<file path="config.mk">
export PLATFORM = sky130hd
export DESIGN_NAME = irq_controller
export DESIGN_NICKNAME = d
export VERILOG_FILES = /design/src/rtl/irq_pkg.sv /design/src/rtl/irq_sync_edge.sv /design/src/rtl/irq_controller.sv
export SDC_FILE = /design/constraint.sdc
export NUM_CORES = 1
export LEC_CHECK = 0
export CORE_AREA = 2 2 51 53
export DETAILED_ROUTE_END_ITERATION = 6
export DIE_AREA = 0 0 53 55
export MAX_ROUTING_LAYER = met4
export SETUP_SLACK_MARGIN = 0.3
export SLEW_MARGIN = 10
export SYNTH_ARGS = -nofsm -noshare
export SYNTH_HDL_FRONTEND = slang
export SYNTH_SLANG_ARGS = --single-unit
</file>
<file path="constraint.sdc">
create_clock -name clk -period 3 [get_ports clk]
set_input_delay 0.75 -clock clk [delete_from_list [all_inputs] [get_ports clk]]
set_output_delay 0.75 -clock clk [all_outputs]
set_load 0.03 [all_outputs]
</file>
<file path="src/rtl/irq_pkg.sv">
// Shared definitions for the interrupt controller: FSM encoding, default
// source count and the fixed-priority encoder used by the selector.
package irq_pkg;

  localparam int DEFAULT_N_SRC = 4;
  // Upper bound on sources; the encoder always works on this width.
  localparam int MAX_SRC = 8;
  localparam int MAX_ID_W = 3;

  localparam logic [1:0] ST_IDLE    = 2'b00;
  localparam logic [1:0] ST_REQ     = 2'b01;
  localparam logic [1:0] ST_SERVICE = 2'b10;

  typedef struct packed {
    logic                valid;
    logic [MAX_ID_W-1:0] id;
  } pick_t;

  // Lowest set index wins; scanning downward lets the last hit be the lowest.
  function automatic pick_t prio_pick(input logic [MAX_SRC-1:0] req);
    pick_t p;
    p.valid = 1'b0;
    p.id    = '0;
    for (int i = MAX_SRC - 1; i >= 0; i--) begin
      if (req[i]) begin
        p.valid = 1'b1;
        p.id    = MAX_ID_W'(i);
      end
    end
    return p;
  endfunction

endpackage

</file>
<file path="src/rtl/irq_sync_edge.sv">
// Per-source input conditioning: two-flop synchronizer followed by a history
// flop, producing a single-cycle rise strobe in the clk domain.
module irq_sync_edge (
  input  logic clk,
  input  logic rst,
  input  logic async_in,
  output logic rise
);

  logic sync1_reg;
  logic sync2_reg;
  logic hist_reg;

  // History clears on reset, so a line already high at release counts as an edge.
  always_ff @(posedge clk) begin
    if (rst) begin
      sync1_reg <= 1'b0;
      sync2_reg <= 1'b0;
      hist_reg  <= 1'b0;
    end else begin
      sync1_reg <= async_in;
      sync2_reg <= sync1_reg;
      hist_reg  <= sync2_reg;
    end
  end

  assign rise = sync2_reg & ~hist_reg;

endmodule

</file>
<file path="src/rtl/irq_controller.sv">
// Requester side of the core's single interrupt line: latches edge requests
// as pending, picks the highest-priority unmasked one and runs a
// request / service / end-of-interrupt handshake without nesting.
module irq_controller
  import irq_pkg::*;
#(
  parameter int N_SRC = DEFAULT_N_SRC,
  parameter int ID_W  = 2
) (
  input  logic             clk,
  input  logic             rst,
  input  logic [N_SRC-1:0] irq_in,
  input  logic [N_SRC-1:0] irq_mask,
  output logic             int_out,
  output logic [ID_W-1:0]  int_id,
  input  logic             int_ack,
  input  logic             eoi,
  output logic [N_SRC-1:0] pending,
  output logic             busy,
  output logic             spurious_eoi
);

  logic [N_SRC-1:0]   rise;
  logic [N_SRC-1:0]   eligible;
  logic [MAX_SRC-1:0] eligible_ext;
  pick_t              pick;

  logic [N_SRC-1:0] pending_reg, pending_next;
  logic [1:0]       state_reg, state_next;
  logic [ID_W-1:0]  int_id_reg, int_id_next;
  logic             int_out_reg, int_out_next;
  logic             busy_reg, busy_next;
  logic             spurious_reg, spurious_next;
  logic             ack_clr;

  genvar gi;
  generate
    for (gi = 0; gi < N_SRC; gi++) begin : g_src
      irq_sync_edge u_sync_edge (
        .clk      (clk),
        .rst      (rst),
        .async_in (irq_in[gi]),
        .rise     (rise[gi])
      );

      assign eligible[gi] = pending_reg[gi] & ~irq_mask[gi];

      // A fresh rise in the ack cycle keeps the bit set so it is serviced again.
      assign pending_next[gi] = rise[gi] |
                                (pending_reg[gi] & ~(ack_clr && (int_id_reg == ID_W'(gi))));
    end
  endgenerate

  assign eligible_ext = MAX_SRC'(eligible);
  assign pick         = prio_pick(eligible_ext);

  always_comb begin
    state_next  = state_reg;
    int_id_next = int_id_reg;
    ack_clr     = 1'b0;
    case (state_reg)
      ST_REQ: begin
        if (int_ack) begin
          ack_clr    = 1'b1;
          state_next = ST_SERVICE;
        end else if (!pending_reg[int_id_reg] || irq_mask[int_id_reg]) begin
          state_next = ST_IDLE;
        end
      end
      ST_SERVICE: begin
        if (eoi) begin
          state_next = ST_IDLE;
        end
      end
      default: begin
        // Covers IDLE and the unused 2'b11 encoding.
        if (pick.valid) begin
          state_next  = ST_REQ;
          int_id_next = ID_W'(pick.id);
        end
      end
    endcase
  end

  assign int_out_next  = (state_next == ST_REQ);
  assign busy_next     = (state_next == ST_REQ) || (state_next == ST_SERVICE);
  assign spurious_next = spurious_reg | (eoi && (state_reg != ST_SERVICE));

  always_ff @(posedge clk) begin
    if (rst) begin
      pending_reg  <= '0;
      state_reg    <= ST_IDLE;
      int_id_reg   <= '0;
      int_out_reg  <= 1'b0;
      busy_reg     <= 1'b0;
      spurious_reg <= 1'b0;
    end else begin
      pending_reg  <= pending_next;
      state_reg    <= state_next;
      int_id_reg   <= int_id_next;
      int_out_reg  <= int_out_next;
      busy_reg     <= busy_next;
      spurious_reg <= spurious_next;
    end
  end

  assign int_out      = int_out_reg;
  assign int_id       = int_id_reg;
  assign pending      = pending_reg;
  assign busy         = busy_reg;
  assign spurious_eoi = spurious_reg;

endmodule

</file>
==> results.py <==
metrics = {
    "routing": {
        "wl_per_cell_um": 10.6,
        "vias": 703,
        "firstDrtPassIters": 4,
        "first_iter_violations": 8,
        "wl_mm": 1.55,
        "viasPerCell": 4.82,
        "drc_errors": 0,
        "antenna_left": 0,
    },
    "critical_path": {
        "crit_slowest_cell": "mux4_2",
        "cp.depth": 7,
        "crit_required_ns": 3.25,
        "arrival_ns": 2.56,
        "worstPathCellList": "clkdlybuf4s50_1 -> nand2b_1 -> mux4_2 -> o221ai_1 -> nand2b_1 -> ha_1 -> nor2_1",
        "reg2reg_depth": 5,
        "cp_top_family": "multiplexers",
        "cpPeakStageDelay_ns": 0.48,
        "path_buf_inv": 1,
        "crit_fanout": 4,
        "worst-setup-path-type": "primary input to flip-flop",
        "endpoint_kind": "flip-flop",
        "cp_common_cell": "nand2b_1",
        "critPathLaunchType": "primary input",
    },
    "synthesis": {
        "ys_types": 26,
        "netlist.top_cell.by_area": "dfxtp_1",
        "synth.top_cells.by_area": "dfxtp_1, nor2b_1, a21oi_1",
        "synth_seq_cells": 23,
        "synth.cell_area_um2": 905,
        "yosysTopAreaCellShare_pct": 50.9,
        "yosysWarnings": 0,
        "synth_fp_nets": 108,
        "synth_seq_area_share_pct": 50.9,
        "postSynthCellCount": 93,
        "avgSynthCellArea_um2": 9.73,
    },
    "worst_hold_path": {
        "min_path_type": "flip-flop to flip-flop",
        "holdPathStages": 1,
    },
    "finish": {
        "fin_area_um2": 1170,
        "n_antenna_cell": 0,
        "drive_above_1_share_pct": 6.90,
        "final_cell_mix": "dfxtp_1, clkdlybuf4s50_1, nor2b_1, nor2_1, a21oi_1",
        "fin_nets": 132,
        "layout_commonest_cell": "dfxtp_1",
        "area_growth_pct": 29.2,
        "final_core_utilization_pct": 49.4,
        "layoutNonFillerInstCount": 146,
    },
    "global_route": {
        "antenna_found_initial": 0,
        "grt_max_degree": 24,
        "grt_use_total_pct": 12.4,
        "grt-ovfl-total": 0,
        "grt_pass1_vias": 622,
        "grt_pass1_wl_mm": 2.53,
    },
    "sta": {
        "skew_ns": 0.00684,
        "fmax_mhz": 433,
        "drv_slew": 0,
        "setup_tns_ns": 0,
        "hold_violations": 0,
        "tightest_slew_ns": 0.417,
        "layout_min_cycle_time_ns": 2.31,
        "relSlewSlack_pct": 71.8,
        "rsz0062_at_grt": "false",
        "finalCritPeriodShare_pct": 76.9,
        "setup_violations": 0,
    },
    "clock_tree": {
        "path_clk_slew_ns": 0.12,
        "cts_sinks": 23,
        "clockBufferDepth": 2,
        "clkLatencyLatePin_ns": 0.30,
        "cts.repair.resized": 0,
        "cts_setup_buffers": 0,
        "numCtsBuffers": 3,
        "cts_tree": "built",
        "clock-root-buffer": "clkbuf_4",
        "htreeDepth": 1,
        "hold_buffers": 0,
    },
    "floorplanning": {
        "ios": 21,
        "initial_core_util_pct": 38.3,
        "fp.dieH_um": 55,
        "core_area_um2": 2360,
        "floorplan.rows": 18,
        "die_x_um": 53,
        "die-area_um2": 2920,
    },
    "run": {
        "cap_violations": 0,
    },
    "placed_design": {
        "detailed_place_hpwl_mm": 1.15,
        "portBuffers": 20,
        "place_area_um2": 1140,
        "dp.cells": 142,
        "place_congestion": 0.715,
    },
    "power": {
        "p_leak_nw": 0.424,
        "p_total_uw": 571,
        "p_per_area_nw_per_um2": 488,
        "peakVddDrop_mv": 0.315,
    },
    "outcome": {
        "status": "finished clean",
    },
}
==> metal layers <==
layer	track usage (%)	wire length, µm	share of wire, %	vias to the layer above
li1	-	-	-	360
met2	22.7	741	48	20
met3	3.23	99	6.4	2
met4	5.13	13	0.84	0
met1	12.7	691	45	321
met5	-	0	0	-
==> report_power, final <==
group          internal [mW]  switching [mW]
Combinational         0.0501          0.0508
Sequential             0.322         0.00999
Clock                 0.0518          0.0859
==> logic make-up after synthesis <==
family	after synthesis	synth area share [%]
fa+ha+maj	3	4.15
compound gates	15	9.82
mux	1	2.49
buf+inv	7	2.90
simple gates	44	29.7
flops	23	50.9
==> Yosys cell counts <==
master    number
nand4b_1       1
nand2b_1       6
nand3_1        3
nor3_2         1
a21oi_1        8
mux4_2         1
a41oi_1        1
dfxtp_1       23
nor3b_2        1
o21ai_0        2
nand3b_1       1
o31a_1         1
clkbuf_1       1
o31ai_1        1
nand2b_4       1
o221ai_1       1
or3b_1         1
nand4_1        1
nand2_1        2
inv_1          5
nor2_1         8
nor2b_1       17
nor3_1         1
buf_1          1
o21ai_1        1
ha_1           3
==> worst register-to-register path: stages (launching register included) <==
cell	delay [ns]
dfxtp_1	0.50
mux4_2	0.56
o221ai_1	0.26
nand2b_1	0.09
ha_1	0.29
nor2_1	0.09
==> through the flow <==
step | setup WS, ns | hold slack (ns)
after floorplan | 0.873 | 0.414
after global placement | 0.394 | 0.417
after detailed placement | 0.390 | 0.426
after CTS | 0.694 | 0.456
after global routing | 0.596 | 0.461
final | 0.692 | 0.451
==> cell type report <==
type | count | area, µm²
multi-input cells | 63 | 418
repair buffers | 21 | 208
inverters | 5 | 18.8
clock buffers | 4 | 26.3
well taps | 30 | 37.5
flip-flops and latches | 23 | 460
fillers | 238 | 1200
==> final timing paths <==
path,slack (ns),to,startpoint
worst max-delay path,0.69,busy,irq_mask[1]
worst min-delay path,0.45,g_src[3].u_sync_edge.sync2_reg,g_src[3].u_sync_edge.sync1_reg
worst max register to register,1.17,busy,int_id[0]
worst min register to register,0.45,g_src[3].u_sync_edge.sync2_reg,g_src[3].u_sync_edge.sync1_reg
Note: power is estimated with default switching activity, not from simulation.
